`config.mk`:
```
export PLATFORM = sky130hd
export DESIGN_NAME = mem_access_unit_flat
export DESIGN_NICKNAME = d
export VERILOG_FILES = /design/src/rtl/mem_access_unit_if.sv /design/src/rtl/mem_access_unit.sv /design/src/flat_wrapper.sv
export SDC_FILE = /design/constraint.sdc
export NUM_CORES = 1
export LEC_CHECK = 0
export CAP_MARGIN = 10
export CORE_MARGIN = 10
export CORE_UTILIZATION = 30
export CTS_CLUSTER_DIAMETER = 150
export DETAILED_ROUTE_END_ITERATION = 12
export GPL_ROUTABILITY_DRIVEN = 0
export PLACE_DENSITY = 0.65
export SYNTH_ARGS = -nofsm -noshare
export SYNTH_HDL_FRONTEND = slang
export SYNTH_SLANG_ARGS = --single-unit
```
`constraint.sdc`:
```
create_clock -name clk -period 3.95 [get_ports clk]
set_input_delay 1.185 -clock clk [delete_from_list [all_inputs] [get_ports clk]]
set_output_delay 1.185 -clock clk [all_outputs]
set_load 0.05 [all_outputs]
```
`src/rtl/mem_access_unit_if.sv`:
```
// Memory bus between the load/store unit (master) and the memory (slave).
interface mem_access_unit_if;
  logic        bus_req;
  logic        bus_we;
  logic [31:0] bus_addr;
  logic [31:0] bus_wdata;
  logic [3:0]  bus_wstrb;
  logic [31:0] bus_rdata;
  logic        bus_ready;

  modport master (
    output bus_req, bus_we, bus_addr, bus_wdata, bus_wstrb,
    input  bus_rdata, bus_ready
  );

  modport slave (
    input  bus_req, bus_we, bus_addr, bus_wdata, bus_wstrb,
    output bus_rdata, bus_ready
  );
endinterface

```
`src/rtl/mem_access_unit.sv`:
```
// Load/store unit: turns control-unit load/store requests into single
// word-aligned bus transactions, handles byte/halfword lanes, sign/zero
// extension, alignment/encoding checks and a bounded wait for bus_ready.
module mem_access_unit #(
  parameter int TIMEOUT = 255
) (
  input  logic                      clk,
  input  logic                      resetn,
  input  logic                      mem_read,
  input  logic                      mem_write,
  input  logic [2:0]                funct3,
  input  logic [31:0]               addr,
  input  logic [31:0]               store_data,
  output logic [31:0]               load_data,
  output logic                      busy,
  output logic                      done,
  output logic                      err,
  mem_access_unit_if.master         bus
);

  typedef enum logic [1:0] {ST_IDLE, ST_REQ, ST_DONE, ST_ERR} state_t;

  // Last wait-counter value still allowed in REQ before giving up.
  localparam logic [7:0] LP_WAIT_LAST = 8'(TIMEOUT - 1);

  state_t      r_state;
  state_t      w_next;
  logic [31:0] r_addr;
  logic [2:0]  r_funct3;
  logic        r_we;
  logic [31:0] r_wdata;
  logic [3:0]  r_wstrb;
  logic [7:0]  r_wait;
  logic [31:0] r_load_data;
  logic        w_start;
  logic        w_access_ok;

  // Encoding check: loads allow B/H/W/BU/HU, stores only B/H/W.
  function automatic logic f_legal(input logic we, input logic [2:0] f3);
    logic ok;
    if (we) begin
      ok = (f3 == 3'b000) || (f3 == 3'b001) || (f3 == 3'b010);
    end else begin
      ok = (f3 == 3'b000) || (f3 == 3'b001) || (f3 == 3'b010) ||
           (f3 == 3'b100) || (f3 == 3'b101);
    end
    return ok;
  endfunction

  // Natural alignment check; the size lives in funct3[1:0].
  function automatic logic f_aligned(input logic [2:0] f3, input logic [1:0] a);
    logic ok;
    case (f3[1:0])
      2'b01:   ok = (a[0] == 1'b0);
      2'b10:   ok = (a == 2'b00);
      default: ok = 1'b1;
    endcase
    return ok;
  endfunction

  // Store data replicated across lanes so memory picks it up via the strobes.
  function automatic logic [31:0] f_wdata(input logic [2:0] f3, input logic [31:0] d);
    logic [31:0] w;
    case (f3)
      3'b000:  w = {4{d[7:0]}};
      3'b001:  w = {2{d[15:0]}};
      default: w = d;
    endcase
    return w;
  endfunction

  // Byte-lane enables for a store.
  function automatic logic [3:0] f_wstrb(input logic [2:0] f3, input logic [1:0] a);
    logic [3:0] s;
    case (f3)
      3'b000:  s = 4'b0001 << a;
      3'b001:  s = a[1] ? 4'b1100 : 4'b0011;
      default: s = 4'b1111;
    endcase
    return s;
  endfunction

  // Lane extraction plus sign or zero extension of a loaded word.
  function automatic logic [31:0] f_load(input logic [2:0] f3, input logic [1:0] a,
                                         input logic [31:0] rd);
    logic [31:0] sh;
    logic [31:0] v;
    sh = rd >> {a, 3'b000};
    case (f3)
      3'b000:  v = {{24{sh[7]}}, sh[7:0]};
      3'b001:  v = {{16{sh[15]}}, sh[15:0]};
      3'b100:  v = {24'h000000, sh[7:0]};
      3'b101:  v = {16'h0000, sh[15:0]};
      default: v = rd;
    endcase
    return v;
  endfunction

  assign w_start     = mem_read | mem_write;
  assign w_access_ok = f_legal(mem_write, funct3) & f_aligned(funct3, addr[1:0]);

  // State register.
  always_ff @(posedge clk or negedge resetn) begin
    if (!resetn) begin
      r_state <= ST_IDLE;
    end else begin
      r_state <= w_next;
    end
  end

  // Next-state decode; a bad access never reaches the bus.
  always_comb begin
    w_next = r_state;
    case (r_state)
      ST_IDLE: begin
        if (w_start) begin
          w_next = w_access_ok ? ST_REQ : ST_ERR;
        end else begin
          w_next = ST_IDLE;
        end
      end
      ST_REQ: begin
        if (bus.bus_ready) begin
          w_next = ST_DONE;
        end else if (r_wait == LP_WAIT_LAST) begin
          w_next = ST_ERR;
        end else begin
          w_next = ST_REQ;
        end
      end
      ST_DONE: w_next = ST_IDLE;
      ST_ERR:  w_next = ST_IDLE;
      default: w_next = ST_IDLE;
    endcase
  end

  // Capture the request in IDLE so the bus fields stay stable through REQ.
  always_ff @(posedge clk or negedge resetn) begin
    if (!resetn) begin
      r_addr   <= 32'h0000_0000;
      r_funct3 <= 3'b000;
      r_we     <= 1'b0;
      r_wdata  <= 32'h0000_0000;
      r_wstrb  <= 4'b0000;
    end else if ((r_state == ST_IDLE) && w_start) begin
      r_addr   <= addr;
      r_funct3 <= funct3;
      r_we     <= mem_write;
      r_wdata  <= mem_write ? f_wdata(funct3, store_data) : 32'h0000_0000;
      r_wstrb  <= mem_write ? f_wstrb(funct3, addr[1:0]) : 4'b0000;
    end
  end

  // Wait counter: zero whenever REQ is entered, counts not-ready cycles.
  always_ff @(posedge clk or negedge resetn) begin
    if (!resetn) begin
      r_wait <= 8'd0;
    end else if (r_state != ST_REQ) begin
      r_wait <= 8'd0;
    end else if (!bus.bus_ready) begin
      r_wait <= r_wait + 8'd1;
    end
  end

  // Load result register; only a completed load updates it.
  always_ff @(posedge clk or negedge resetn) begin
    if (!resetn) begin
      r_load_data <= 32'h0000_0000;
    end else if ((r_state == ST_REQ) && bus.bus_ready && !r_we) begin
      r_load_data <= f_load(r_funct3, r_addr[1:0], bus.bus_rdata);
    end
  end

  assign bus.bus_req   = (r_state == ST_REQ);
  assign bus.bus_we    = r_we;
  assign bus.bus_addr  = {r_addr[31:2], 2'b00};
  assign bus.bus_wdata = r_wdata;
  assign bus.bus_wstrb = r_wstrb;
  assign load_data     = r_load_data;
  assign busy          = (r_state != ST_IDLE);
  assign done          = (r_state == ST_DONE) || (r_state == ST_ERR);
  assign err           = (r_state == ST_ERR);

endmodule

```
`src/flat_wrapper.sv`:
```
// flat-port wrapper written by rule: the top's interface ports become plain ports
module mem_access_unit_flat 
#(
  parameter int TIMEOUT = 255
)
  (clk, resetn, mem_read, mem_write, funct3, addr, store_data, load_data, busy, done, err, bus_bus_req, bus_bus_we, bus_bus_addr, bus_bus_wdata, bus_bus_wstrb, bus_bus_rdata, bus_bus_ready);
  mem_access_unit_if bus_i ();
  input  logic clk;
  input  logic resetn;
  input  logic mem_read;
  input  logic mem_write;
  input  logic [2:0] funct3;
  input  logic [31:0] addr;
  input  logic [31:0] store_data;
  output logic [31:0] load_data;
  output logic busy;
  output logic done;
  output logic err;
  output wire logic [$bits(bus_i.bus_req)-1:0] bus_bus_req;
  output wire logic [$bits(bus_i.bus_we)-1:0] bus_bus_we;
  output wire logic [$bits(bus_i.bus_addr)-1:0] bus_bus_addr;
  output wire logic [$bits(bus_i.bus_wdata)-1:0] bus_bus_wdata;
  output wire logic [$bits(bus_i.bus_wstrb)-1:0] bus_bus_wstrb;
  input wire logic [$bits(bus_i.bus_rdata)-1:0] bus_bus_rdata;
  input wire logic [$bits(bus_i.bus_ready)-1:0] bus_bus_ready;
  assign bus_bus_req = bus_i.bus_req;
  assign bus_bus_we = bus_i.bus_we;
  assign bus_bus_addr = bus_i.bus_addr;
  assign bus_bus_wdata = bus_i.bus_wdata;
  assign bus_bus_wstrb = bus_i.bus_wstrb;
  assign bus_i.bus_rdata = bus_bus_rdata;
  assign bus_i.bus_ready = bus_bus_ready;
  mem_access_unit #(.TIMEOUT(TIMEOUT)) u_core (.clk(clk), .resetn(resetn), .mem_read(mem_read), .mem_write(mem_write), .funct3(funct3), .addr(addr), .store_data(store_data), .load_data(load_data), .busy(busy), .done(done), .err(err), .bus(bus_i));
endmodule
```
# Yosys cells after proc, flatten, opt, wreduce, memory -nomap -nowiden

Index checks and enable logic that the tools add are counted.

Word-level logic and storage cells: 59
Bits of input ports: 104
Output and inout port bits: 105
Register bits after elaboration: 114

Mux-type cells: 15
Eq/ne operators: 15
Shift operators: 2
Add/sub/neg operators: 1
Reduce and logical (&&, ||, !) cells: 15
Bitwise logic cells: 3

Operators by type and width:

| operator                                                               | number |
|---|---|
| 32-bit case mux with 4 select lines                                    | 1 |
| 32-bit case mux with 2 select lines                                    | 1 |
| 32-bit two-way mux                                                     | 1 |
| 32-bit by 5-bit right shift with 16-bit output                         | 1 |
| 8-bit two-way mux                                                      | 2 |
| 3-bit equality test (second input constant)                            | 4 |
| 8-bit by 1-bit adder with 8-bit output (second input constant)         | 1 |
| 8-bit equality test (second input constant)                            | 1 |
| 2-bit two-way mux                                                      | 4 |
| 4-bit two-way mux                                                      | 2 |
| 4-bit case mux with 2 select lines                                     | 1 |
| 2-bit equality test (second input constant)                            | 3 |
| 3-bit by 1-bit equality test with 1-bit output (second input constant) | 2 |
| 3-bit logical NOT                                                      | 2 |
| 2-bit case mux with 3 select lines                                     | 1 |
| 1-bit logical OR                                                       | 5 |
| 2-bit by 1-bit equality test with 1-bit output (second input constant) | 2 |
| 2-bit logical NOT                                                      | 2 |
| 2-bit by 1-bit != test with 1-bit output (second input constant)       | 2 |
| 1-bit by 2-bit << shifter with 4-bit output (first input constant)     | 1 |
| 3-bit by 2-bit equality test with 1-bit output (second input constant) | 1 |
| 1-bit logical AND                                                      | 3 |
| 1-bit case mux with 2 select lines                                     | 1 |
| 2-bit nonzero test                                                     | 1 |
| 6 further kinds                                                        | 6 |

# Logic depth before layout (Yosys ltp)

Depth after elaboration: 10
Mapped depth: 9
Mapped depth without buffers: 6

# Least setup slack after synthesis

Ideal clock, no wire load.

Path type: input -> register
Start: input port funct3[1]
End: register u_core.r_wdata[17] (netlist: u_core.bus.bus_wdata[17])
Arrival: 2272 ps
Setup time: 134 ps
Setup slack: 1544 ps
Stages: 9
Required time: 3816 ps
Buffers on the path: 3
Path through: inv_1 -> ha_1 -> buf_2 -> nor2_2 -> or2_1 -> buf_4 -> buf_6 -> mux2i_1 -> o21ai_0

Cells in the longest elaborated chain, start to end: 3
Elaborated cells between the ends (all ways): 4
Classes of those cells: eq/ne (1); mux (2); reduce/logical (1)

RTL lines:

| item                                                                                | RTL line               | text |
|---|---|---|
| start, declared                                                                     | flat_wrapper.sv:12     | `input logic [2:0] funct3;` |
| 3-bit by 1-bit equality test with 1-bit output or 3-bit logical NOT (tied branches) | mem_access_unit.sv:64  | `case (f3)` |
| 32-bit case mux with 2 select lines *                                               | mem_access_unit.sv:64  |  |
| 32-bit two-way mux *                                                                | mem_access_unit.sv:149 | `r_wdata <= mem_write ? f_wdata(funct3, store_data) : 32'h0000_0000;` |
| end signal, assigned                                                                | mem_access_unit.sv:149 |  |
| end, declared                                                                       | mem_access_unit.sv:31  | `logic [31:0] r_wdata;` |

Every way passes the cells marked *; elsewhere a longest branch is shown, timed or not.
A chain may end at the register's enable or synchronous reset.

# Final worst setup path

Start: register u_core.r_state[1]
End: output port bus_bus_req

Cells in the longest elaborated chain, start to end: 1

RTL lines:

| item                                           | RTL line               | text |
|---|---|---|
| start, declared                                | mem_access_unit.sv:26  | `state_t r_state;` |
| start signal, assigned                         | mem_access_unit.sv:107 | `r_state <= w_next;` |
| 2-bit by 1-bit equality test with 1-bit output | mem_access_unit.sv:174 | `assign bus.bus_req = (r_state == ST_REQ);` |
| end, declared                                  | flat_wrapper.sv:19     | `output wire logic [$bits(bus_i.bus_req)-1:0] bus_bus_req;` |

No other way between the ends.

==> flow_summary.toml <==
[synth]
ys_warn_count = 0
synthFlopType = "dfrtp_1"
synth_simple_gate_area_share_pct = 14.2
synth_cell_types = 45
synth-edff-count = 0
synth_top_family_by_area = "simple AND/OR/NAND/NOR gates"
yosysSeqAreaShare_pct = 50.6
yosys-top-cells-area = "dfrtp_1 (51%), mux2_2 (6.4%), o21ai_0 (4.9%)"
synth_seq_cells = 114
yosys.area_share.adder_pct = 1.11
synth_compound_area_share_pct = 14.2
syn_inst = 572
synthArstFlopShare_pct = 100
synth_mux_area_share_pct = 9.76
yosys.area.top_type = "dfrtp_1"
synth_area_per_cell_um2 = 9.86
syn-cell-area_um2 = 5640
synthXorXnorAreaFrac_pct = 1.24
synth_top_cell_area_share_pct = 50.6

[route]
viasPerCell = 4.80
drt-pass1-iter-count = 4
detail_route.wl_per_cell_um = 18.5
drt_wl_total_um = 18200
route.detailed.drc = 0
drtIter0Drc = 251
antenna_left = 0
vias = 4737

[setup_path]
required_ns = 2.76
cp-end-kind = "output pin"
ff2ff_setup_slack_ns = 1.82
r2r_cells = 4
timing.rr.start = "u_core.r_addr[0]"
worst-setup-path-type = "reg2out"
cp-start-kind = "flop"
arrival_ns = 2.21
crit_start = "u_core.r_state[1]"
r2r_end = "u_core.load_data[18]"
crit_path_max_fanout = 12

[global_routing]
grt_pass1_wl_um = 28400
antenna_found_initial = 0
grt_pass1_vias = 4959
grt_use_total_pct = 14.8
grt_max_degree = 83
grt_overflow = 0

[sta]
rsz0062_at_grt = "false"
period_needed_ns = 3.39
relSlewSlack_pct = 28.4
skew_ns = 0.0117
fmax_mhz = 295
min_period_over_period_pct = 85.9
hold_viol_final = 0
setup-tns-final_ns = 0
maxSlewViolCount = 0
worst-slew-pin-transition_ns = 1.07
setup_viol = 0

[power_and_ir_drop]
leakage_nw = 3.58
intPower_mw = 4.17
switchingPower_mw = 3.77
pwr-share-clk_pct = 19.1
power.density_nw_per_um2 = 961
power_frac_comb_pct = 54.7
ir_drop_v = 0.000606
seq_power_share_pct = 26.1
p_sw_share_pct = 47.5

[clocking]
clkLatencyLatePin_ns = 0.41
numCtsBuffers = 17
cts_resized = 0
clockBufferDepth = 2
cts_tree = "done"
cts.clk_slew.worst_paths_ns = 0.05
cts_hold_buf = 0
h-tree-depth = 4
cts_setup_buffers = 0
ctsRootBufferMaster = "clkbuf_16"
cts.sinks = 114

[die]
io_pins = 209
num_rows = 50
dieArea_um2 = 24700
core_area_um2 = 18600
die_w_um = 157
die_h_um = 157
start_util_pct = 30.4

[final_layout]
fin_nets = 847
drive_above_1_share_pct = 10.8
area_growth_syn_to_layout_pct = 46.6
fin_cells = 986
layout_commonest_cell = "clkdlybuf4s50_1"
layout_common_cells = "clkdlybuf4s50_1 (205), dfrtp_1 (114), nand2_1 (66)"

[worst_hold_path]
hold_depth = 2
holdCritStartpoint = "u_core.bus.bus_wstrb[2]"
min_to = "u_core.bus.bus_wstrb[2]"
hold_path.class = "reg2reg"

[placement]
placedCellCount = 953
hpwl_um = 13400
port_buffers = 206

[run_status]
status = "completed"

[job]
maxCapViolCount = 0
==> logic make-up (layout without fill, tap and decap cells) <==
logic type / count (synthesis) / count (layout)
simple gates: 170 / 170
xor+xnor: 8 / 8
other cells: 1 / 3
mux: 51 / 51
flops: 114 / 114
compound gates: 136 / 136
fa+ha+maj: 5 / 5
buf+inv: 87 / 265
==> routing by layer <==
| metal | vias to the layer above | share of wire (%) | track usage, % |
|---|---|---|---|
| met5 | - | 0 | 0 |
| met4 | 0 | 0.87 | 4.54 |
| met3 | 13 | 13 | 7.61 |
| met2 | 203 | 43 | 21.6 |
| met1 | 2258 | 43 | 18.4 |
| li1 | 2263 | - | - |
==> stage by stage <==
stage	area, um^2	hold WS [ns]	power (mW)	worst slack [ns]	util [%]
finish	8270	0.472	7.94	0.558	44.5
global route	8270	0.497	8.38	0.412	44.5
floorplan	5640	0.481	5.14	1.54	-
detailed placement	7680	0.471	6.48	0.807	41.4
global placement	7680	0.462	6.45	0.912	41.4
CTS	8270	0.482	8.04	0.517	44.5
==> area by class of cell <==
type                       instances  area [um^2]
tap                              234          293
clock buffer                      23          478
timing repair buffer             218         2170
multi-input combinational        372         2310
inverter                          15         56.3
fill                            1810        10300
clock inverter                     9          105
antenna                            1         2.50
sequential                       114         2850
==> worst max path at each step <==
stage                                     to  slack, ns  cells after the start
floorplan           u_core.bus.bus_wdata[17]       1.54                      9
global placement    u_core.bus.bus_wdata[21]       0.91                      8
detailed placement  u_core.bus.bus_wdata[21]       0.81                      8
CTS                              bus_bus_req       0.52                      3
global route                     bus_bus_req       0.41                      3
finish                           bus_bus_req       0.56                      3
==> flip-flops by register name, indices dropped and copies added, names as in the netlist <==
name,cells
u_core.bus.bus_wstrb,4
u_core.bus.bus_we,1
u_core.load_data,32
u_core.r_funct3,3
u_core.r_addr,32
u_core.r_state,2
u_core.r_wait,8
u_core.bus.bus_wdata,32
==> worst max-delay path, stage by stage, from the launching register on <==
cell	delay [ns]
dfrtp_1	0.42
nand2b_1	0.39
inv_1	0.15
clkdlybuf4s50_1	0.84
==> cell usage after synthesis (2+ instances only) <==
library cell	n
a22o_1	9
clkbuf_1	12
buf_2	20
and2_1	8
buf_6	3
nor3_1	3
o21ai_0	55
mux2i_1	19
ha_1	5
xor2_1	6
o21ai_1	2
nor2_1	29
xnor2_1	2
nand3b_1	3
buf_1	3
nand3_1	34
mux2_2	32
inv_1	15
nor2b_1	5
buf_4	33
nand2_1	66
o22ai_1	2
nor2_2	2
dfrtp_1	114
nand2b_1	12
a22oi_1	15
a21oi_1	45
==> power by group through the flow <==
stage	Sequential [mW]	Combinational (mW)	Clock, mW
finish	2.08	4.35	1.52
global route	2.15	4.59	1.63
CTS	2.08	4.40	1.56
detailed placement	2.09	4.39	0
global placement	2.08	4.37	0
floorplan	3.12	2.02	0
(Power assumes the default switching activity.)
